==> config.mk <==
export PLATFORM = sky130hd
export DESIGN_NAME = fetch_unit
export DESIGN_NICKNAME = d
export VERILOG_FILES = /design/src/rtl/fetch_unit.sv
export SDC_FILE = /design/constraint.sdc
export NUM_CORES = 1
export LEC_CHECK = 0
export ABC_AREA = 1
export CAP_MARGIN = 40
export CORE_MARGIN = 5
export CORE_UTILIZATION = 50
export DETAILED_ROUTE_END_ITERATION = 10
export HOLD_SLACK_MARGIN = 0.08
export PLACE_DENSITY = 0.95
export RECOVER_POWER = 100
export SYNTH_ARGS = -nofsm -noshare
export SYNTH_HDL_FRONTEND = slang
export SYNTH_SLANG_ARGS = --single-unit
==> constraint.sdc <==
create_clock -name clk -period 2.85 [get_ports clk]
set_input_delay 0.57 -clock clk [delete_from_list [all_inputs] [get_ports clk]]
set_output_delay 0.57 -clock clk [all_outputs]
set_load 0.02 [all_outputs]
==> src/rtl/fetch_unit.sv <==
// fetch_unit: instruction-fetch stage of the SISC CPU.
// Holds the program counter and instruction register. Tolerates a
// variable-latency instruction memory through a valid handshake with a
// bounded wait, and reports a sticky timeout error.
// Optional feature macro: FETCH_HALT_EN enables HLT (opcode 15) detection
// and the HALT state. When the macro is undefined, opcode 15 loads as an
// ordinary instruction and `halted` stays 0.
module fetch_unit #(
   parameter int PC_W       = 16,
   parameter int WAIT_LIMIT = 15
) (
   input  logic            clk,
   input  logic            rst_f,
   input  logic            pc_rst,
   input  logic            pc_write,
   input  logic            pc_sel,
   input  logic            br_sel,
   input  logic            ir_load,
   input  logic [31:0]     imem_data,
   input  logic            imem_valid,
   output logic [PC_W-1:0] imem_addr,
   output logic            imem_rd,
   output logic [PC_W-1:0] pc,
   output logic [31:0]     ir,
   output logic [3:0]      opcode,
   output logic [3:0]      mm,
   output logic [15:0]     imm,
   output logic            fetch_stall,
   output logic            fetch_err,
   output logic            halted
);

   typedef enum logic [1:0] {
      ST_RUN  = 2'd0,
      ST_WAIT = 2'd1
`ifdef FETCH_HALT_EN
      , ST_HALT = 2'd2
`endif
   } state_t;

   localparam logic [7:0] LIMIT = 8'(WAIT_LIMIT);

   state_t            state_q, state_d;
   logic [PC_W-1:0]   pc_q, pc_d;
   logic [31:0]       ir_q, ir_d;
   logic [7:0]        cnt_q, cnt_d;
   logic              pend_q, pend_d;
   logic              stall_q, stall_d;
   logic              err_q, err_d;
   logic              halted_q, halted_d;

   logic [PC_W-1:0]   pc_inc_s;
   logic [PC_W-1:0]   target_s;
   logic              hlt_s;

   // A word entering IR is a halt request only when HALT support is built in.
   function automatic logic is_hlt(input logic [31:0] word);
`ifdef FETCH_HALT_EN
      return (word[31:28] == 4'hF);
`else
      return 1'b0;
`endif
   endfunction

   assign pc_inc_s = pc_q + PC_W'(1);
   assign target_s = br_sel ? PC_W'(ir_q[15:0])
                            : pc_q + PC_W'($signed(ir_q[15:0]));
   assign hlt_s    = is_hlt(imem_data);

   // Next-state logic: pc_rst outranks every state action; reset is applied in the flop block.
   always_comb begin
      state_d  = state_q;
      pc_d     = pc_q;
      ir_d     = ir_q;
      cnt_d    = cnt_q;
      pend_d   = pend_q;
      err_d    = err_q;
      halted_d = halted_q;
      if (pc_rst) begin
         pc_d   = {PC_W{1'b0}};
         cnt_d  = 8'd0;
         pend_d = 1'b0;
         if (state_q == ST_WAIT) begin
            state_d = ST_RUN;
         end else begin
            state_d = state_q;
         end
      end else begin
         case (state_q)
            ST_RUN: begin
               if (ir_load && imem_valid) begin
                  ir_d = imem_data;
                  if (hlt_s) begin
                     state_d  = state_t'(2'd2);
                     halted_d = 1'b1;
                  end else begin
                     state_d = ST_RUN;
                  end
               end else if (ir_load) begin
                  // Miss: hold the address and remember a deferred increment.
                  state_d = ST_WAIT;
                  pend_d  = pc_write && !pc_sel;
                  cnt_d   = 8'd1;
               end else begin
                  state_d = ST_RUN;
               end
               if (pc_write && pc_sel) begin
                  pc_d = target_s;
               end else if (pc_write && !(ir_load && !imem_valid)) begin
                  pc_d = pc_inc_s;
               end else begin
                  pc_d = pc_q;
               end
            end
            ST_WAIT: begin
               if (imem_valid) begin
                  ir_d   = imem_data;
                  pc_d   = pend_q ? pc_inc_s : pc_q;
                  pend_d = 1'b0;
                  cnt_d  = 8'd0;
                  if (hlt_s) begin
                     state_d  = state_t'(2'd2);
                     halted_d = 1'b1;
                  end else begin
                     state_d = ST_RUN;
                  end
               end else if (cnt_q == LIMIT) begin
                  // Timeout: substitute a NOOP and flag the error.
                  ir_d    = 32'h0000_0000;
                  err_d   = 1'b1;
                  pc_d    = pend_q ? pc_inc_s : pc_q;
                  pend_d  = 1'b0;
                  cnt_d   = 8'd0;
                  state_d = ST_RUN;
               end else begin
                  cnt_d = cnt_q + 8'd1;
               end
            end
`ifdef FETCH_HALT_EN
            ST_HALT: begin
               state_d = ST_HALT;
            end
`endif
            default: begin
               state_d = ST_RUN;
            end
         endcase
      end
      stall_d = (state_d == ST_WAIT);
   end

   // State and output registers with synchronous active-low reset.
   always_ff @(posedge clk) begin
      if (!rst_f) begin
         state_q  <= ST_RUN;
         pc_q     <= {PC_W{1'b0}};
         ir_q     <= 32'h0000_0000;
         cnt_q    <= 8'd0;
         pend_q   <= 1'b0;
         stall_q  <= 1'b0;
         err_q    <= 1'b0;
         halted_q <= 1'b0;
      end else begin
         state_q  <= state_d;
         pc_q     <= pc_d;
         ir_q     <= ir_d;
         cnt_q    <= cnt_d;
         pend_q   <= pend_d;
         stall_q  <= stall_d;
         err_q    <= err_d;
         halted_q <= halted_d;
      end
   end

   assign imem_rd     = rst_f && (((state_q == ST_RUN) && ir_load) || (state_q == ST_WAIT));
   assign imem_addr   = pc_q;
   assign pc          = pc_q;
   assign ir          = ir_q;
   assign opcode      = ir_q[31:28];
   assign mm          = ir_q[27:24];
   assign imm         = ir_q[15:0];
   assign fetch_stall = stall_q;
   assign fetch_err   = err_q;
   assign halted      = halted_q;

endmodule

==> impl_metrics.yaml, run 1 <==
floorplanning:
  initial_utilization: 0.517
  die_y_um: 103
  io_pins: 132
  fp.dieArea_mm2: 0.0105
  coreArea_mm2: 0.00830
  std_cell_rows: 33
  dieWidth_um: 103
grt:
  grt_overflow_total: 0
  via_count_of_the_first_global_routing_pass: 4576
  globalRouteTotalUtil: 0.248
  largest_net_degree_at_the_start_of_global_routing: 51
  grt_first_pass_wirelength_um: 21100
  grt_antenna_before_repair: 0
cells_and_area:
  final_common_cell: "sky130_fd_sc_hd__nand2_1"
  final_net_count: 799
  multi_input_area_mm2: 0.00237
  utilization: 0.672
  final_area_mm2: 0.00558
  antennaDiodeCount: 0
  syn2layout_area_growth_pct: 29.9
  fraction_of_final_layout_cells_sized_beyond_drive_strength_1: 0.0550
  seq_area_mm2: 0.00122
  nFillCells: 715
  most-common-layout-cells: "sky130_fd_sc_hd__nand2_1 (181), sky130_fd_sc_hd__dlygate4sd3_1 (91), sky130_fd_sc_hd__a21oi_1 (84)"
route:
  detailedRoute.firstPassIterationCount: 7
  wire_per_inst_um: 15.2
  detail_route.vias_per_cell: 5.49
  postRouteWirelength_um: 12900
  remaining_antenna_violation_count: 0
  via_count: 4675
  drtIter0Drc: 248
  detail_route.drc_violations: 0
setup_path:
  critical_path.startpoint_type: "primary input"
  timing.reg2reg.setup_slack_ns: 0.40
  crit_path_max_fanout: 2
  critical_path.endpoint_type: "output pin"
  crit_type: "in -> out"
  crit_arrival_ns: 2.06
  critical_path.startpoint: "rst_f"
  critPathRequiredTime_ns: 2.28
  critical_path.reg2reg.startpoint: "cnt_q[0]"
placement:
  instance_area_at_placement_mm2: 0.00538
  routabilityCongestion: 0.894
  port_buffers: 130
  hpwl_um: 9850
synthesis:
  postSynthCellCount: 655
  synth.ff_latch_count: 61
  synth.largest_area_cell: "sky130_fd_sc_hd__dfxtp_1"
  synth_warnings: 0
  syn-cell-area_mm2: 0.00429
  synth_nets: 713
  yosysTopAreaCellShare: 0.284
  number_of_library_cell_types_mapped_by_synthesis: 40
  sequential_share_of_the_synthesized_area: 0.284
  ys_top_cells_by_area: "sky130_fd_sc_hd__dfxtp_1 (28%), sky130_fd_sc_hd__nand2_1 (16%), sky130_fd_sc_hd__a21oi_1 (9.8%)"
  avgSynthCellArea_um2: 6.55
flow_run:
  max-cap-violations: 0
timing:
  hold_slack_ns: 0.464
  timing.final.hold_violations: 0
  max_freq_ghz: 0.380
  setup_total_negative_slack_ns: 0
  timing_max_transition_violations_final: 0
  rsz0062_at_grt: "no"
  min_period_over_period: 0.924
  fin_skew_ns: 0.0127
  finalSetupViolations: 0
  minimum_period_implied_by_the_final_worst_setup_slack_ns: 2.63
  tightestPinTransition_ns: 0.637
  worst_slew_margin_rel: 0.575
pwr:
  p_sw_frac: 0.305
  power.share.clock: 0.401
  seq_power_share: 0.405
  ir_drop_mv: 0.272
  power_per_cell_area_mw_per_mm2: 408
  static-leakage-power_nw: 2.58
  internal-power_mw: 1.58
  p_switching_uw: 694
  proportion_of_power_drawn_by_combinational_gates: 0.193
clock_network:
  post_cts_buffers: 0
  clock_sinks: 61
  tritoncts: "done"
  cts-htree-levels: 3
  holdBufCountCts: 0
  numCtsBuffers: 9
  clock_tree.root_cell: "sky130_fd_sc_hd__clkbuf_8"
  clock_latency_ns: 0.34
  resized_gates_after_cts: 0
  clk_pin_slew_ns: 0.08
  cts_buffer_depth: 2
hold_path:
  min_from: "ir[18]"
  min-delay-path-class: "reg -> reg"
outcome:
  run_status: "complete, no violations"
-- sequential cells by signal (all words and copies together), names as in the netlist --
signal       flops
fetch_err        1
imem_addr       16
fetch_stall      1
pend_q           1
cnt_q            8
state_q          2
ir              32
-- path summary, 6_finish.rpt --
kind / end / depth (start not counted)
setup reg to reg: ir[11] / 9
hold reg to reg: ir[18] / 2
hold / removal: ir[18] / 2
setup / recovery: imem_rd / 4
-- metrics by stage --
step | instances | setup slack, ns | power (mW)
2_1_floorplan | 655 | 0.921 | 1.22
3_3_place_gp | 835 | 0.277 | 1.39
3_5_place_dp | 835 | 0.273 | 1.40
4_1_cts | 851 | 0.273 | 2.30
5_1_grt | 851 | 0.161 | 2.37
6_report | 851 | 0.217 | 2.27
-- final cells by class --
type                            instances  area share
Multi-Input combinational cell        463       0.425
Timing Repair Buffer                  137       0.245
Sequential cell                        61       0.219
Inverter                               69      0.0467
Tap cell                              105      0.0236
Clock buffer                            9      0.0222
Clock inverter                          7      0.0184
-- cell usage after synthesis (all sizes together) --
cell type,number
nand2,184
a21oi,86
inv,65
dfxtp,61
buf,53
nor2,47
nand3,33
nand3b,32
ha,17
nor3,14
o21ai,14
clkbuf,9
nand4,6
a31oi,5
xor2,5
a211oi,4
clkinv,4
or2,4
xnor2,2
a21o,1
a221oi,1
a22oi,1
and2,1
and3,1
conb,1
fa,1
o211ai,1
o22ai,1
or3,1
-- critical path, stage by stage --
cell and delay, ns:
sky130_fd_sc_hd__dlygate4sd3_1 0.53, sky130_fd_sc_hd__clkinv_1 0.11, sky130_fd_sc_hd__nor3_1 0.21, sky130_fd_sc_hd__clkdlybuf4s50_1 0.64
-- power by group through the flow --
stage,combinational (mW),sequential (mW),clock [mW]
final,0.440,0.922,0.913
after global routing,0.478,0.927,0.963
after CTS,0.461,0.924,0.916
after detailed placement,0.458,0.944,0
after global placement,0.448,0.942,0
after floorplan,0.256,0.965,0
-- metal layers --
metal  global-route usage  vias to the layer above  share of wire
li1                     -                     2268              -
met1                0.305                     2166           0.40
met2                0.427                      220           0.49
met3               0.0616                       21          0.090
met4               0.0767                        0          0.019
met5                    0                        -              0
-- cell families (layout without fill, tap and decap cells) --
| group | Yosys count | count (layout) | share of synthesized area |
|---|---|---|---|
| flops | 61 | 61 | 0.284 |
| fa+ha+maj | 18 | 18 | 0.0542 |
| other cells | 1 | 1 | 0.000874 |
| buf+inv | 131 | 222 | 0.157 |
| simple gates | 323 | 323 | 0.343 |
| xor+xnor | 7 | 7 | 0.0143 |
| compound gates | 114 | 114 | 0.146 |
No activity file was read; power rests on OpenSTA's default activity.
==> inputs of run 2 (changes only) <==
Settings changed: CORE_ASPECT_RATIO set to 1.5, CTS_BUF_LIST set to sky130_fd_sc_hd__clkbuf_16.
==> run 2 against run 1 <==
Global-route usage is 0.095 points lower. Combinational power hardly changed. Cell count is 0.12% lower. Flip-flop and latch count stayed put. Critical path depth stayed put. Critical endpoint unchanged.
==> impl_metrics.yaml, run 2 (synthesized netlist as in run 1, its figures left out) <==
clock_network:
  cts-htree-levels: 3
  resized_gates_after_cts: 0
  clock_latency_ns: 0.33
  clock_sinks: 61
  clock_tree.root_cell: "sky130_fd_sc_hd__clkbuf_16"
  tritoncts: "done"
  cts_buffer_depth: 2
  numCtsBuffers: 9
  post_cts_buffers: 0
  holdBufCountCts: 0
  clk_pin_slew_ns: 0.05
timing:
  timing.final.hold_violations: 0
  tightestPinTransition_ns: 0.723
  fin_skew_ns: 0.00771
  setup_total_negative_slack_ns: 0
  rsz0062_at_grt: "no"
  final_critical_path_setup_slack_ns: 0.183
  min_period_over_period: 0.936
  max_freq_ghz: 0.375
  hold_slack_ns: 0.468
  timing_max_transition_violations_final: 0
  minimum_period_implied_by_the_final_worst_setup_slack_ns: 2.67
  worst_slew_margin_rel: 0.518
  finalSetupViolations: 0
route:
  drtIter0Drc: 481
  remaining_antenna_violation_count: 0
  via_count: 4732
  wire_per_inst_um: 15.3
  detail_route.drc_violations: 0
  detail_route.vias_per_cell: 5.57
  detailedRoute.firstPassIterationCount: 6
  postRouteWirelength_um: 13000
floorplanning:
  std_cell_rows: 41
  coreArea_mm2: 0.00841
  fp.dieArea_mm2: 0.0106
  io_pins: 132
  die_y_um: 123
  dieWidth_um: 85.7
  initial_utilization: 0.510
cells_and_area:
  syn2layout_area_growth_pct: 30.3
  most-common-layout-cells: "sky130_fd_sc_hd__nand2_1 (181), sky130_fd_sc_hd__dlygate4sd3_1 (93), sky130_fd_sc_hd__a21oi_1 (85)"
  final_area_mm2: 0.00559
  antennaDiodeCount: 0
  final_common_cell: "sky130_fd_sc_hd__nand2_1"
  final_net_count: 797
  fraction_of_final_layout_cells_sized_beyond_drive_strength_1: 0.0498
  layoutNonFillerInstCount: 850
  utilization: 0.665
  largest_register_ff_count: 32
hold_path:
  min-delay-path-class: "reg -> reg"
  worst_hold_path.endpoint: "ir[18]"
  min_from: "ir[18]"
  min_delay_path_depth: 2
pwr:
  static-leakage-power_nw: 2.59
  proportion_of_power_drawn_by_combinational_gates: 0.189
  post-layout-total-power_mw: 2.32
  power.share.clock: 0.412
  seq_power_share: 0.398
  p_switching_uw: 671
  ir_drop_mv: 0.361
  internal-power_mw: 1.65
  power_per_cell_area_mw_per_mm2: 414
  p_sw_frac: 0.289
grt:
  via_count_of_the_first_global_routing_pass: 4608
  largest_net_degree_at_the_start_of_global_routing: 65
  grt_first_pass_wirelength_um: 21000
  grt_antenna_before_repair: 0
  globalRouteTotalUtil: 0.247
  grt_overflow_total: 0
setup_path:
  timing.reg2reg.setup_slack_ns: 0.42
  worst_r2r_path_depth: 9
  crit_path_max_fanout: 2
  crit_type: "in -> out"
  critical_path.reg2reg.startpoint: "cnt_q[0]"
  timing.rr.end: "imem_addr[1]"
  crit_arrival_ns: 2.10
  critical_path.endpoint_type: "output pin"
  critPathRequiredTime_ns: 2.28
  critical_path.startpoint_type: "primary input"
placement:
  routabilityCongestion: 0.932
  place_ws_ns: 0.281
  hpwl_um: 9550
  inst_count_dp: 835
  port_buffers: 130
  instance_area_at_placement_mm2: 0.00535
outcome:
  run_status: "complete, no violations"
flow_run:
  max-cap-violations: 0
==> run 2: worst max path at each step <==
stage	slack, ns	to	cells after the start	startpoint
2_1_floorplan	0.92	imem_addr[6]	11	imem_addr[0]
3_5_place_dp	0.28	imem_rd	4	rst_f
6_report	0.18	imem_rd	4	rst_f
4_1_cts	0.27	imem_rd	4	rst_f
5_1_grt	0.14	imem_addr[2]	7	imem_valid
3_3_place_gp	0.34	imem_rd	4	rst_f
==> run 2: area by class of cell <==
class | instances | area, um^2
clock buffer | 9 | 225
sequential | 61 | 1220
inverter | 69 | 260
timing repair buffer | 135 | 1340
tap | 107 | 134
fill | 716 | 2820
clock inverter | 6 | 32.5
multi-input combinational | 463 | 2380
==> run 2: worst max-delay path, cell delays in order <==
cell                            delay (ns)
sky130_fd_sc_hd__dlygate4sd3_1        0.54
sky130_fd_sc_hd__clkinv_1             0.10
sky130_fd_sc_hd__nor3_1               0.18
sky130_fd_sc_hd__dlygate4sd3_1        0.71
==> run 2: power groups by stage <==
stage	sequential (mW)	clock [mW]	combinational, mW
after global placement	0.941	0	0.444
after CTS	0.925	0.969	0.459
final	0.924	0.956	0.439
after global routing	0.928	1.02	0.474
after detailed placement	0.943	0	0.456
after floorplan	0.965	0	0.256
==> run 2: metal layers <==
metal  wire length [um]  track usage  up-vias
li1                   -            -     2265
met1               4720        0.261     2182
met2               6870        0.458      245
met3                964       0.0553       40
met4                419        0.118        0
met5                  0            0        -
==> inputs of run 3 (changes only) <==
Settings changed: CTS_BUF_LIST sky130_fd_sc_hd__clkbuf_16 to unset, SKIP_CTS_REPAIR_TIMING set to 1.
==> run 3 against run 2 <==
Global-route usage barely moved. Clock-buffer cell count increased by 2. Register-to-register slack got worse by 0.04 ns. Via count shrank 1.0%. Largest cell class unchanged. Hold slack got worse by 0.00067 ns. Sequential power hardly changed. Non-clock buffer count did not move. Die area is the same. Core utilization fell by 0.12 points.
==> impl_metrics.yaml, run 3 (synthesized netlist as in run 1, its figures left out) <==
outcome:
  run_status: "complete, no violations"
timing:
  setup_total_negative_slack_ns: 0
  worst_slew_margin_rel: 0.538
  fin_skew_ns: 0.00560
  max_freq_ghz: 0.374
  minimum_period_implied_by_the_final_worst_setup_slack_ns: 2.67
  timing_max_transition_violations_final: 0
  finalSetupViolations: 0
  rsz0062_at_grt: "no"
  tightestPinTransition_ns: 0.692
  min_period_over_period: 0.937
  timing.final.hold_violations: 0
flow_run:
  max-cap-violations: 0
clock_network:
  clock_latency_ns: 0.33
  clock_sinks: 61
  clock_tree.root_cell: "sky130_fd_sc_hd__clkbuf_16"
  tritoncts: "done"
  clk_pin_slew_ns: 0.05
  cts-htree-levels: 3
  cts_buffer_depth: 2
  numCtsBuffers: 9
grt:
  grt_antenna_before_repair: 0
  via_count_of_the_first_global_routing_pass: 4603
  grt_overflow_total: 0
  grt_first_pass_wirelength_um: 20900
  globalRouteTotalUtil: 0.247
  largest_net_degree_at_the_start_of_global_routing: 65
route:
  postRouteWirelength_um: 13000
  detailedRoute.firstPassIterationCount: 5
  detail_route.drc_violations: 0
  wire_per_inst_um: 15.3
  remaining_antenna_violation_count: 0
  drtIter0Drc: 389
  via_count: 4683
  detail_route.vias_per_cell: 5.51
placement:
  routabilityCongestion: 0.932
  hpwl_um: 9550
  port_buffers: 130
  instance_area_at_placement_mm2: 0.00535
setup_path:
  timing.critical_path.mode_cell: "sky130_fd_sc_hd__dlygate4sd3_1"
  critical_path.reg2reg.startpoint: "cnt_q[0]"
  worst_r2r_path_depth: 9
  crit_path_max_fanout: 2
  critical_path.startpoint_type: "primary input"
  critical_path.endpoint_type: "output pin"
  timing.rr.end: "imem_addr[4]"
  worstPathCellList: "dlygate4sd3_1 > clkinv_1 > nor3_1 > dlygate4sd3_1"
  timing.critical_path.slowest_cell_delay_ns: 0.71
  worst_path_max_delay_cell: "sky130_fd_sc_hd__dlygate4sd3_1"
  crit_arrival_ns: 2.10
  crit_type: "in -> out"
  timing.reg2reg.setup_slack_ns: 0.38
  critPathRequiredTime_ns: 2.28
hold_path:
  min_from: "ir[18]"
  min_delay_path_depth: 2
  worst_hold_path.endpoint: "ir[18]"
  min-delay-path-class: "reg -> reg"
cells_and_area:
  syn2layout_area_growth_pct: 30.1
  largest_register_ff_count: 32
  final_common_cell: "sky130_fd_sc_hd__nand2_1"
  final_net_count: 797
  final_area_mm2: 0.00558
  antennaDiodeCount: 0
  most-common-layout-cells: "sky130_fd_sc_hd__nand2_1 (181), sky130_fd_sc_hd__dlygate4sd3_1 (92), sky130_fd_sc_hd__a21oi_1 (85)"
  utilization: 0.664
  fraction_of_final_layout_cells_sized_beyond_drive_strength_1: 0.0485
floorplanning:
  dieWidth_um: 85.7
  die_y_um: 123
  std_cell_rows: 41
  initial_utilization: 0.510
  coreArea_mm2: 0.00841
  io_pins: 132
  fp.dieArea_mm2: 0.0106
pwr:
  power_per_cell_area_mw_per_mm2: 421
  ir_drop_mv: 0.361
  static-leakage-power_nw: 2.58
==> run 3: through the flow <==
step	setup slack, ns	total power, mW	hold slack [ns]	cells
CTS	0.274	2.38	0.471	850
global route	0.143	2.45	0.489	850
global placement	0.335	1.39	0.456	835
finish	0.178	2.35	0.468	850
floorplan	0.921	1.22	0.469	655
detailed placement	0.281	1.40	0.463	835
==> run 3: cell type report <==
cell class | instances | area [um^2]
clock buffer | 11 | 243
multi-input combinational | 463 | 2360
sequential | 61 | 1220
tap | 107 | 134
clock inverter | 4 | 25.0
timing repair buffer | 135 | 1340
inverter | 69 | 260
fill | 714 | 2830
==> run 3: metal layers <==
layer  track usage  up-vias  part of all wire
li1              -     2268                 -
met3        0.0553       46             0.071
met5             0        -                 0
met2         0.453      213              0.52
met1         0.263     2156              0.37
met4         0.123        0             0.037
==> run 3: worst max-delay path, delay by kind of cell <==
family / cells / cell delay (ns)
buffers and inverters: 3 / 1.36
and+or+nand+nor: 1 / 0.18
==> run 3: how the worst max path moves through the flow <==
stage	startpoint	endpoint	slack (ns)	depth (start not counted)
after floorplan	imem_addr[0]	imem_addr[6]	0.92	11
after global placement	rst_f	imem_rd	0.34	4
after detailed placement	rst_f	imem_rd	0.28	4
after CTS	rst_f	imem_rd	0.27	4
after global routing	cnt_q[0]	imem_addr[4]	0.14	9
final	rst_f	imem_rd	0.18	4
==> run 3: report_power, final <==
group / switching, mW / internal, mW
logic: 0.245 / 0.190
registers: 0.0403 / 0.884
clock network: 0.387 / 0.603
total: 0.673 / 1.68
